==> src/rtl/multicycle_ctrl_pkg.sv <==
// Shared types and encodings for the multicycle control unit: state codes,
// ALUop classes, PCSource and ALUSrcB mux selects.
package multicycle_ctrl_pkg;

  typedef enum logic [3:0] {
    S_IDLE    = 4'd0,
    S_FETCH   = 4'd1,
    S_DECODE  = 4'd2,
    S_MEMADR  = 4'd3,
    S_MEMRD   = 4'd4,
    S_MEMWB   = 4'd5,
    S_MEMWR   = 4'd6,
    S_REXE    = 4'd7,
    S_RWB     = 4'd8,
    S_BRANCH  = 4'd9,
    S_ADDIEX  = 4'd10,
    S_ADDIWB  = 4'd11,
    S_JUMP    = 4'd12,
    S_ILLEGAL = 4'd13
  } state_e;

  localparam logic [1:0] ALU_ADD   = 2'd0;
  localparam logic [1:0] ALU_SUB   = 2'd1;
  localparam logic [1:0] ALU_FUNCT = 2'd2;

  localparam logic [1:0] PCS_ALU    = 2'd0;
  localparam logic [1:0] PCS_ALUOUT = 2'd1;
  localparam logic [1:0] PCS_JUMP   = 2'd2;

  localparam logic [1:0] SRCB_REG   = 2'd0;
  localparam logic [1:0] SRCB_FOUR  = 2'd1;
  localparam logic [1:0] SRCB_IMM   = 2'd2;
  localparam logic [1:0] SRCB_IMMSH = 2'd3;

endpackage

==> src/rtl/multicycle_ctrl_decode.sv <==
// Combinational map from the current state (plus latched opcode and memory
// ready) to every datapath enable and mux select.
module multicycle_ctrl_decode
  import multicycle_ctrl_pkg::*;
#(
  parameter int             OPW    = 6,
  parameter int             ALUOPW = 2,
  parameter logic [OPW-1:0] BNE_OP = 6'd5
) (
  input  state_e            state_i,
  input  logic [OPW-1:0]    opreg_i,
  input  logic              mem_ready_i,
  output logic              RegDst,
  output logic              RegWrite,
  output logic              PCWriteCond,
  output logic              PCWrite,
  output logic              BranchNe,
  output logic              IorD,
  output logic              MemRead,
  output logic              MemWrite,
  output logic              MemtoReg,
  output logic              IRWrite,
  output logic              ALUSrcA,
  output logic [1:0]        PCSource,
  output logic [1:0]        ALUSrcB,
  output logic [ALUOPW-1:0] ALUop,
  output logic              IllegalOp
);

  always_comb begin
    RegDst      = 1'b0;
    RegWrite    = 1'b0;
    PCWriteCond = 1'b0;
    PCWrite     = 1'b0;
    BranchNe    = 1'b0;
    IorD        = 1'b0;
    MemRead     = 1'b0;
    MemWrite    = 1'b0;
    MemtoReg    = 1'b0;
    IRWrite     = 1'b0;
    ALUSrcA     = 1'b0;
    PCSource    = PCS_ALU;
    ALUSrcB     = SRCB_REG;
    ALUop       = ALUOPW'(ALU_ADD);
    IllegalOp   = 1'b0;
    case (state_i)
      S_FETCH: begin
        // PC/IR load only on the accepted cycle so a stalled fetch cannot double-increment
        MemRead  = 1'b1;
        IRWrite  = mem_ready_i;
        PCWrite  = mem_ready_i;
        PCSource = PCS_ALU;
        ALUSrcB  = SRCB_FOUR;
      end
      S_DECODE: ALUSrcB = SRCB_IMMSH;
      S_MEMADR: begin
        ALUSrcA = 1'b1;
        ALUSrcB = SRCB_IMM;
      end
      S_MEMRD: begin
        MemRead = 1'b1;
        IorD    = 1'b1;
      end
      S_MEMWB: begin
        RegWrite = 1'b1;
        MemtoReg = 1'b1;
      end
      S_MEMWR: begin
        MemWrite = 1'b1;
        IorD     = 1'b1;
      end
      S_REXE: begin
        ALUSrcA = 1'b1;
        ALUop   = ALUOPW'(ALU_FUNCT);
      end
      S_RWB: begin
        RegWrite = 1'b1;
        RegDst   = 1'b1;
      end
      S_BRANCH: begin
        ALUSrcA     = 1'b1;
        ALUop       = ALUOPW'(ALU_SUB);
        PCWriteCond = 1'b1;
        PCSource    = PCS_ALUOUT;
        BranchNe    = (opreg_i == BNE_OP);
      end
      S_ADDIEX: begin
        ALUSrcA = 1'b1;
        ALUSrcB = SRCB_IMM;
        ALUop   = ALUOPW'(ALU_ADD);
      end
      S_ADDIWB: RegWrite = 1'b1;
      S_JUMP: begin
        PCWrite  = 1'b1;
        PCSource = PCS_JUMP;
      end
      S_ILLEGAL: IllegalOp = 1'b1;
      default: ;
    endcase
  end

endmodule

==> src/rtl/multicycle_ctrl_unit.sv <==
// Multicycle MIPS control FSM with addi/bne/illegal-op trap and debug state.
// Optional MEM_WAIT_EN adds MemReady to stall FETCH/MEMRD/MEMWR.
//   state   | meaning
//   IDLE    | reset, outputs quiet
//   FETCH   | read instr, PC += 4
//   DECODE  | read regs, branch target, latch opcode
//   MEMADR  | lw/sw address
//   MEMRD   | data read
//   MEMWB   | load writeback
//   MEMWR   | data write
//   REXE    | R-type ALU
//   RWB     | R-type writeback
//   BRANCH  | beq/bne compare + PC
//   ADDIEX  | addi ALU
//   ADDIWB  | addi writeback
//   JUMP    | PC = jump target
//   ILLEGAL | IllegalOp pulse, skip instr
module multicycle_ctrl_unit
  import multicycle_ctrl_pkg::*;
#(
  parameter int             OPW      = 6,
  parameter int             ALUOPW   = 2,
  parameter logic [OPW-1:0] RTYPE_OP = 6'd0,
  parameter logic [OPW-1:0] LW_OP    = 6'd35,
  parameter logic [OPW-1:0] SW_OP    = 6'd43,
  parameter logic [OPW-1:0] BEQ_OP   = 6'd4,
  parameter logic [OPW-1:0] BNE_OP   = 6'd5,
  parameter logic [OPW-1:0] J_OP     = 6'd2,
  parameter logic [OPW-1:0] ADDI_OP  = 6'd8
) (
  input  logic              clk,
  input  logic              Reset,
  input  logic [OPW-1:0]    opcode,
`ifdef MEM_WAIT_EN
  input  logic              MemReady,
`endif
  output logic              RegDst,
  output logic              RegWrite,
  output logic              PCWriteCond,
  output logic              PCWrite,
  output logic              BranchNe,
  output logic              IorD,
  output logic              MemRead,
  output logic              MemWrite,
  output logic              MemtoReg,
  output logic              IRWrite,
  output logic              ALUSrcA,
  output logic [1:0]        PCSource,
  output logic [1:0]        ALUSrcB,
  output logic [ALUOPW-1:0] ALUop,
  output logic              IllegalOp,
  output logic [3:0]        state_o
);

  state_e         state_q, state_d;
  logic [OPW-1:0] opreg_q, opreg_d;
  logic           mem_ready;

`ifdef MEM_WAIT_EN
  assign mem_ready = MemReady;
`else
  assign mem_ready = 1'b1;
`endif

  always_ff @(posedge clk or posedge Reset) begin
    if (Reset) begin
      state_q <= S_IDLE;
      opreg_q <= '0;
    end else begin
      state_q <= state_d;
      opreg_q <= opreg_d;
    end
  end

  always_comb begin
    state_d = state_q;
    opreg_d = opreg_q;
    case (state_q)
      S_IDLE:  state_d = S_FETCH;
      S_FETCH: if (mem_ready) state_d = S_DECODE;
      S_DECODE: begin
        // dispatch on the live opcode; everything after uses the latched copy
        opreg_d = opcode;
        if (opcode == LW_OP || opcode == SW_OP)        state_d = S_MEMADR;
        else if (opcode == RTYPE_OP)                   state_d = S_REXE;
        else if (opcode == BEQ_OP || opcode == BNE_OP) state_d = S_BRANCH;
        else if (opcode == ADDI_OP)                    state_d = S_ADDIEX;
        else if (opcode == J_OP)                       state_d = S_JUMP;
        else                                           state_d = S_ILLEGAL;
      end
      S_MEMADR:  state_d = (opreg_q == LW_OP) ? S_MEMRD : S_MEMWR;
      S_MEMRD:   if (mem_ready) state_d = S_MEMWB;
      S_MEMWB:   state_d = S_FETCH;
      S_MEMWR:   if (mem_ready) state_d = S_FETCH;
      S_REXE:    state_d = S_RWB;
      S_RWB:     state_d = S_FETCH;
      S_BRANCH:  state_d = S_FETCH;
      S_ADDIEX:  state_d = S_ADDIWB;
      S_ADDIWB:  state_d = S_FETCH;
      S_JUMP:    state_d = S_FETCH;
      S_ILLEGAL: state_d = S_FETCH;
      default:   state_d = S_IDLE;
    endcase
  end

  assign state_o = state_q;

  multicycle_ctrl_decode #(
    .OPW    (OPW),
    .ALUOPW (ALUOPW),
    .BNE_OP (BNE_OP)
  ) u_decode (
    .state_i     (state_q),
    .opreg_i     (opreg_q),
    .mem_ready_i (mem_ready),
    .RegDst      (RegDst),
    .RegWrite    (RegWrite),
    .PCWriteCond (PCWriteCond),
    .PCWrite     (PCWrite),
    .BranchNe    (BranchNe),
    .IorD        (IorD),
    .MemRead     (MemRead),
    .MemWrite    (MemWrite),
    .MemtoReg    (MemtoReg),
    .IRWrite     (IRWrite),
    .ALUSrcA     (ALUSrcA),
    .PCSource    (PCSource),
    .ALUSrcB     (ALUSrcB),
    .ALUop       (ALUop),
    .IllegalOp   (IllegalOp)
  );

endmodule

==> config.mk <==
export PLATFORM = sky130hd
export DESIGN_NAME = multicycle_ctrl_unit
export DESIGN_NICKNAME = d
export VERILOG_FILES = /design/src/rtl/multicycle_ctrl_pkg.sv /design/src/rtl/multicycle_ctrl_decode.sv /design/src/rtl/multicycle_ctrl_unit.sv
export SDC_FILE = /design/constraint.sdc
export NUM_CORES = 1
export LEC_CHECK = 0
export ABC_AREA = 1
export BUFFER_PORTS_ARGS = -buffer_cell sky130_fd_sc_hd__buf_4
export CAP_MARGIN = 20
export CORE_MARGIN = 2
export CORE_UTILIZATION = 46
export DETAILED_ROUTE_END_ITERATION = 10
export GPL_TIMING_DRIVEN = 0
export PLACE_DENSITY_LB_ADDON = 0.05
export SYNTH_ARGS = -nofsm -noshare
export SYNTH_HDL_FRONTEND = slang
export SYNTH_SLANG_ARGS = --single-unit
==> constraint.sdc <==
create_clock -name clk -period 1.4 [get_ports clk]
set_input_delay 0.07 -clock clk [delete_from_list [all_inputs] [get_ports clk]]
set_output_delay 0.07 -clock clk [all_outputs]
set_load 0.02 [all_outputs]
# After elaboration in Yosys (flattened, before gate mapping)
# Cells that the tools add are included.
[op_classes] n_eq_ne=21 n_mux=22 n_reduce_logical=11
[ops] cell="case mux 4 bit (7 select lines)" count=1
[ops] cell="== test 4 bit (second input constant)" count=6
[ops] cell="== test 6 x 3 -> 1 bit (second input constant)" count=3
[ops] cell="== test 6 bit (second input constant)" count=3
[ops] cell="== test 4 x 3 -> 1 bit (second input constant)" count=4
[ops] cell="two-way mux 1 bit" count=13
[ops] cell="== test 4 x 2 -> 1 bit (second input constant)" count=2
[ops] cell="two-way mux 4 bit" count=2
[ops] cell="case mux 2 bit (2 select lines)" count=2
[ops] cell="OR reduction 2 bit" count=4
[ops] cell="OR reduction 8 bit" count=1
[ops] cell="== test 6 x 2 -> 1 bit (second input constant)" count=1
[ops] cell="== test 6 x 4 -> 1 bit (second input constant)" count=1
[ops] cell="zero test 6 bit" count=1
[ops] cell="two-way mux 3 bit" count=2
[ops] cell="case mux 2 bit (3 select lines)" count=1
[ops] cell="== test 4 x 1 -> 1 bit (second input constant)" count=1
[ops] cell="zero test 4 bit" count=1
[ops] cell="OR reduction 4 bit" count=1
[ops] cell="OR reduction 3 bit" count=1
[ops] cell="logical OR 1 bit" count=2
[ops] cell="two-way mux 2 bit" count=1
[word_totals] reg_bits=10 in_bits=8 out_inout_bits=22 elab_cells=56

# Depth between registers and ports, before layout
# Gate-level depths: netlist of run 1.
[logic_depth] word_depth=7 depth_mapped=7

# Cells and area by module
# From an unflattened synthesis of run 1, not the netlist that was laid out.
[hier_totals] hier_cells=129 area_unflattened_um2=797.0
[by_module_without_submodules] mod="multicycle_ctrl_unit" n_inst=1 cells_per_inst=82 area_per_inst_um2=574.3
[by_module_without_submodules] mod="multicycle_ctrl_decode" n_inst=1 cells_per_inst=47 area_per_inst_um2=222.7

# Least setup slack after synthesis of run 1
# No wires, ideal clock.
[synth_timing] kind="register to output" startpoint="register state_q[1], in the netlist state_o[1]" endpoint="output ALUSrcA" arrival_ns=1.298 required_ns=1.330 slack_ns=0.032 stages_incl_launch_ff=5 n_path_buf=0 cell_sequence="dfrtp_1 nand2_1 nor2_1 a21oi_1 nand2_1"
[synth_between] elab_chain_cells=3
[synth_rtl] element="start: declaration" line_no="multicycle_ctrl_unit.sv:55" source="state_e state_q, state_d;"
[synth_rtl] element="start signal: assignment" line_no="multicycle_ctrl_unit.sv:70" source="state_q <= state_d;"
[synth_rtl] element="== test 4 x 2 -> 1 bit (tied with other cells)" line_no="multicycle_ctrl_decode.sv:46" source="case (state_i)"
[synth_rtl] element="OR reduction 4 bit (no source line) (*)"
[synth_rtl] element="two-way mux 1 bit (*)" line_no="multicycle_ctrl_decode.sv:46"
[synth_rtl] element="end: declaration" line_no="multicycle_ctrl_unit.sv:47" source="output logic ALUSrcA,"
# Every way passes the cells marked *; elsewhere a longest branch is shown, timed or not.

# Worst setup path after layout of run 1
[layout_timing] startpoint="register state_q[0], in the netlist state_o[0]" endpoint="output ALUSrcA"
# Same word-level chain as after synthesis.

==> run_results.csv, run 1 <==
group,metric,value,unit
critical_path,cpMostUsedCell,"buf_4",
critical_path,r2r_start,"state_o[2]",
floorplan,ios,30,
placement,port_buffers,29,
pwr,p_leak,0.671,nW
drt,wl_per_cell,13.1,um
global_routing,grt_pass1_vias,804,
critical_path,crit_required,1.33,ns
pwr,p_total,0.00289,W
pwr,powerDensity,2490,mW/mm2
pwr,p_sw,0.00147,W
pwr,clkPwrFrac,0.067,
pwr,pwr-share-seq,0.211,
critical_path,start_kind,"register",
yosys,syn-num-nets,123,
drt,ant_nets,0,
timing,grt_setup_unrepaired,"true",
run_status,violations,"negative setup slack",
clock_tree,clockBufferDepth,2,
critical_path,r2r_cells,7,
global_routing,grt_use_total,0.259,
timing,period_share,1.02,
final_layout,fillers,125,
yosys,yosysWarnings,0,
critical_path,cp.arrival,1.35,ns
yosys,synth-seq-area-share,0.350,
run_status,status,"finished with violations",
clock_tree,ctsRootBufferMaster,"clkbuf_4",
pwr,swShare,0.509,
critical_path,r2r_end,"opreg_q[2]",
critical_path,critical_path.startpoint,"state_o[0]",
timing,final-hold-violation-count,0,
critical_path,cpMaxStageDelayCell,"dfrtp_1",
clock_tree,clk_pin_slew,0.06,ns
floorplan,core,0.00149,mm2
timing,tightest_slew,0.392,ns
global_routing,grt_max_degree,11,
clock_tree,ctsHtreeMaxLevel,1,
yosys,synth-seq-cells,10,
pwr,p_int,0.00142,W
drt,vias,908,
critical_path,crit_buf_inv,2,
pwr,ir_drop,1490,uV
timing,max-slew-margin-rel,0.739,
drt,drtIter0Drc,33,
critical_path,crit_type,"register to output port",
critical_path,worstPathMaxFanout,4,
drt,drc,0,
clock_tree,cts_tree,"built",
final_layout,multi_input_area,423,um2
final_layout,areaGrowthSynthToFinish,62.2,%
critical_path,path_delay_family,"flip-flops",
clock_tree,clkLatencyLatePin,0.26,ns
yosys,avgSynthCellArea,6.22,um2
timing,slew_viol_final,0,
clock_tree,clock_sinks,10,
worst_hold_path,holdPathEnd,"opreg_q[0]",
drt,firstDrtPassIters,4,
final_layout,drive_above_1_share,0.438,
global_routing,grt_pass1_wl,3600,um
final_layout,seqCellArea,254,um2
drt,routed_wl,2300,um
yosys,netlist_area,716,um2
floorplan,start_util,0.481,
worst_hold_path,hp-start,"opcode[0]",
placement,gp_congestion,0.818,
timing,fin_skew,0.00268,ns
timing,setup_slack,-0.0227,ns
global_routing,antenna_found_initial,0,
final_layout,postLayoutCellArea,0.00116,mm2
placement,place_hpwl,1460,um
critical_path,slowest_delay,0.40,ns
critical_path,r2r_setup_slack,0.08,ns
placement,pre_cts_ws,0.0991,ns
global_routing,overflow,0,
timing,fin_crit,1.42,ns
worst_hold_path,hold_depth,3,
floorplan,rows,14,
worst_hold_path,worstHoldPathType,"primary input to register",
drt,vias_per_cell,5.16,
timing,max_freq,703,MHz
critical_path,path_cells,"buf_4 -> nand2_2 -> nor2_1 -> a21oi_1 -> nand2_1 -> buf_4",
placement,placement.cell_area,953,um2
flow_run,cap_violations,0,
yosys,synth_cells,115,
pwr,p_comb_frac,0.722,
floorplan,dieHeight,43.4,um
yosys,yosysUniqueCellTypes,15,
final_layout,nets,170,
final_layout,antenna_cells,0,
floorplan,dieArea,0.00189,mm2
clock_tree,cts_buffers,3,
timing,setup-violations-final,2,
critical_path,cp-end-kind,"output port",
floorplan,die_w,43.4,um
## power by group through the flow
stage,sequential [W],combinational [W],clock [W]
final,0.000610,0.00208,0.000192
after global routing,0.000631,0.00226,0.000204
after CTS,0.000596,0.00180,0.000188
after detailed placement,0.000578,0.00156,0
after global placement,0.000567,0.00153,0
after floorplan,0.000612,0.000951,0
## cell type report
type,count,area share
Tap cell,16,0.0172
Sequential cell,10,0.219
Clock buffer,3,0.0194
Timing Repair Buffer,42,0.290
Inverter,22,0.0776
Buffer,2,0.0129
Multi-Input combinational cell,81,0.364
## state kept, by name (all words and copies together) (netlist names)
signal and cells:
opreg_q 6, state_o 4
## cell families after synthesis
group	Yosys count	share of synthesized area
compound gates	13	0.0909
flops	10	0.350
buf+inv	24	0.136
simple gates	68	0.423
## cell usage in the layout, fill, tap and decap left out
| cell | instances |
|---|---|
| nand3_1 | 9 |
| inv_2 | 4 |
| buf_4 | 38 |
| nand2_1 | 23 |
| dfrtp_2 | 3 |
| clkbuf_4 | 3 |
| o21ai_0 | 4 |
| nor2_1 | 19 |
| and2_4 | 1 |
| nand3_2 | 1 |
| dfrtp_1 | 7 |
| nand4_1 | 2 |
| o21ai_1 | 5 |
| inv_1 | 15 |
| a21oi_1 | 4 |
| nand2_4 | 2 |
| nand2_2 | 5 |
| inv_4 | 3 |
| nor2_8 | 1 |
| nor3_1 | 1 |
| buf_6 | 5 |
| dlygate4sd3_1 | 1 |
| nor2_4 | 4 |
## worst max path at each step
stage / to / cells after the start
after floorplan: ALUSrcA / 4
after global placement: ALUSrcA / 7
after detailed placement: ALUop[0] / 6
after CTS: ALUSrcA / 6
after global routing: ALUSrcB[1] / 6
final: ALUSrcA / 6
## per-layer routing
| layer | track usage | part of all wire |
|---|---|---|
| met5 | 0 | 0 |
| met3 | 0.0458 | 0.064 |
| met4 | 0.133 | 0.045 |
| met2 | 0.427 | 0.49 |
| met1 | 0.323 | 0.40 |
## Yosys cell counts (all sizes together)
cell   number  area (um2)
nand2      30         120
nor2       24         106
inv        22        82.6
dfrtp      10         250
nand3      10        50.1
o21ai       9        45.0
a21oi       4        20.0
buf         2        15.0
nand4       2        12.5
and2        1        8.76
nor3        1        5.00
## worst register-to-register path, cell delays in order, from the launching register on
cell and delay (ns):
dfrtp_2 0.46, nor2_4 0.17, inv_4 0.08, nor2_8 0.11, inv_4 0.06, buf_4 0.13, buf_4 0.12, o21ai_1 0.11
## what timing repair did
item	4_1_cts	5_1_grt
endpoints found under the setup margin	12	11
hold buffers	1	0
buffers inserted	6	6
hold endpoints to repair	10	0
gates resized for setup	17	16
pin swaps	2	3
## per-stage QoR
stage	hold WS, ns	setup TNS [ns]	std cells	util
finish	0.0587	-0.0274	176	0.780
global route	0.0732	-0.458	176	0.780
CTS	0.0572	-0.00365	170	0.722
detailed placement	0.0698	0	160	0.640
global placement	0.0629	0	160	0.640
floorplan	-0.0898	0	115	-
No activity file was read; power rests on OpenSTA's default activity.
==> run 2, diff against run 1 <==
--- a/config.mk
+++ b/config.mk
@@ -12,7 +12,7 @@
 export CORE_UTILIZATION = 46
 export DETAILED_ROUTE_END_ITERATION = 10
 export GPL_TIMING_DRIVEN = 0
-export PLACE_DENSITY_LB_ADDON = 0.05
+export PLACE_DENSITY = 0.85
 export SYNTH_ARGS = -nofsm -noshare
 export SYNTH_HDL_FRONTEND = slang
 export SYNTH_SLANG_ARGS = --single-unit
==> run_results.csv, run 2 (synthesis gave the netlist of run 1 again) <==
group,metric,value,unit
placement,place_hpwl,1530,um
floorplan,dieArea,0.00189,mm2
drt,vias,909,
global_routing,grt_use_total,0.269,
clock_tree,ctsHtreeMaxLevel,1,
pwr,p_leak,0.657,nW
floorplan,core,0.00149,mm2
floorplan,dieHeight,43.4,um
pwr,ir_drop,1290,uV
clock_tree,cts_buffers,3,
timing,setup-violations-final,7,
drt,drc,0,
critical_path,setup.worst_path.end,"ALUSrcA",
final_layout,fin_cells,174,
timing,fin_crit,1.47,ns
final_layout,areaGrowthSynthToFinish,62.8,%
clock_tree,clockBufferDepth,2,
critical_path,crit_buf_inv,2,
run_status,violations,"negative setup slack",
placement,placedCellCount,160,
floorplan,die_w,43.4,um
final_layout,seqCellArea,254,um2
drt,vias_per_cell,5.22,
critical_path,cp-end-kind,"output port",
timing,fin_skew,0.00122,ns
global_routing,antenna_found_initial,0,
timing,period_share,1.05,
final_layout,final_cell_mix,"buf_4 (35), nand2_1 (22), nor2_1 (18)",
final_layout,drive_above_1_share,0.456,
timing,final-hold-violation-count,0,
final_layout,fillers,108,
critical_path,crit_type,"register to output port",
clock_tree,ctsRootBufferMaster,"clkbuf_4",
critical_path,slowest_delay,0.42,ns
floorplan,start_util,0.481,
clock_tree,clk_pin_slew,0.07,ns
clock_tree,cts_tree,"built",
critical_path,crit_required,1.33,ns
floorplan,ios,30,
drt,drtIter0Drc,23,
drt,ant_nets,0,
critical_path,r2r_cells,7,
timing,max_freq,681,MHz
pwr,powerDensity,2570,mW/mm2
final_layout,largest_reg_flops,6,
timing,setup_slack,-0.0682,ns
timing,tightest_slew,0.377,ns
critical_path,r2r_start,"state_o[2]",
final_layout,final_common_cell,"buf_4",
critical_path,worstPathMaxFanout,4,
final_layout,utilization,0.782,
critical_path,cpMaxStageDelayCell,"dfrtp_1",
placement,port_buffers,29,
final_layout,antenna_cells,0,
drt,routed_wl,2380,um
global_routing,grt_pass1_vias,812,
drt,wl_per_cell,13.7,um
timing,slew_viol_final,0,
critical_path,start_kind,"register",
run_status,status,"finished with violations",
worst_hold_path,worstHoldPathType,"primary input to register",
critical_path,cp_num_cells,6,
global_routing,grt_pass1_wl,3750,um
global_routing,overflow,0,
critical_path,r2r_setup_slack,0.06,ns
final_layout,regMostFlops,"opreg_q",
critical_path,path_cells,"buf_4 -> nand2_2 -> nor2_2 -> a21oi_2 -> nand2_1 -> buf_6",
global_routing,grt_max_degree,11,
timing,max-slew-margin-rel,0.749,
flow_run,cap_violations,0,
placement,gp_congestion,0.853,
critical_path,cp.arrival,1.40,ns
critical_path,path_delay_family,"flip-flops",
critical_path,critical_path.startpoint,"state_o[0]",
clock_tree,clock_sinks,10,
drt,firstDrtPassIters,4,
clock_tree,clkLatencyLatePin,0.28,ns
final_layout,multi_input_area,433,um2
timing,grt_setup_unrepaired,"true",
final_layout,nets,167,
floorplan,rows,14,
critical_path,r2r_end,"state_o[0]",
timing,hold-worst-slack,0.0441,ns
[run 2: how the worst min path moves through the flow]
| stage | depth (start not counted) | end | from | slack (ns) |
|---|---|---|---|---|
| 2_1_floorplan | 1 | opreg_q[0] | Reset | -0.09 |
| 3_3_place_gp | 2 | opreg_q[5] | Reset | 0.06 |
| 3_5_place_dp | 2 | opreg_q[4] | Reset | 0.06 |
| 4_1_cts | 3 | opreg_q[1] | opcode[1] | 0.05 |
| 5_1_grt | 3 | opreg_q[5] | opcode[5] | 0.07 |
| 6_report | 3 | opreg_q[1] | opcode[1] | 0.04 |
[run 2: report_power, final]
part           internal [W]  switching, W  total [W]
logic              0.000852       0.00125    0.00210
registers          0.000442      0.000183   0.000625
clock network      0.000159      0.000111   0.000270
total               0.00145       0.00154    0.00300
[run 2: worst register-to-register path: stages (launching register included)]
cell     delay, ns
dfrtp_2       0.47
nor2_4        0.18
inv_4         0.08
nor2_8        0.13
buf_4         0.16
and2_4        0.15
nand2_1       0.05
nand2_1       0.06
[run 2: area by class of cell]
type                    count  area share
inverters                  22      0.0795
well taps                  16      0.0172
plain buffers               2      0.0129
repair buffers             39       0.270
clock buffers               4      0.0311
flip-flops and latches     10       0.218
multi-input cells          81       0.372
[run 2: what timing repair did]
action,in CTS,in global routing
pin swaps,4,4
setup endpoints to repair,12,14
hold endpoints to repair,10,0
resized for setup,23,15
hold buffers,1,0
setup buffers,7,2
[run 2: stage by stage]
step | cell area, um2 | setup TNS [ns] | power [W] | setup WS [ns]
after floorplan | 716 | 0 | 0.00156 | 0.0325
after global placement | 953 | 0 | 0.00210 | 0.101
after detailed placement | 953 | 0 | 0.00217 | 0.0755
after CTS | 1120 | -0.0993 | 0.00279 | -0.0395
after global routing | 1160 | -0.614 | 0.00317 | -0.107
final | 1160 | -0.200 | 0.00300 | -0.0682
[run 2: layer usage]
layer | GRT usage | part of all wire | vias to the layer above
met4 | 0.109 | 0.018 | 0
met1 | 0.321 | 0.38 | 425
met5 | 0 | 0 | -
met2 | 0.490 | 0.56 | 37
li1 | - | - | 442
met3 | 0.0292 | 0.041 | 5
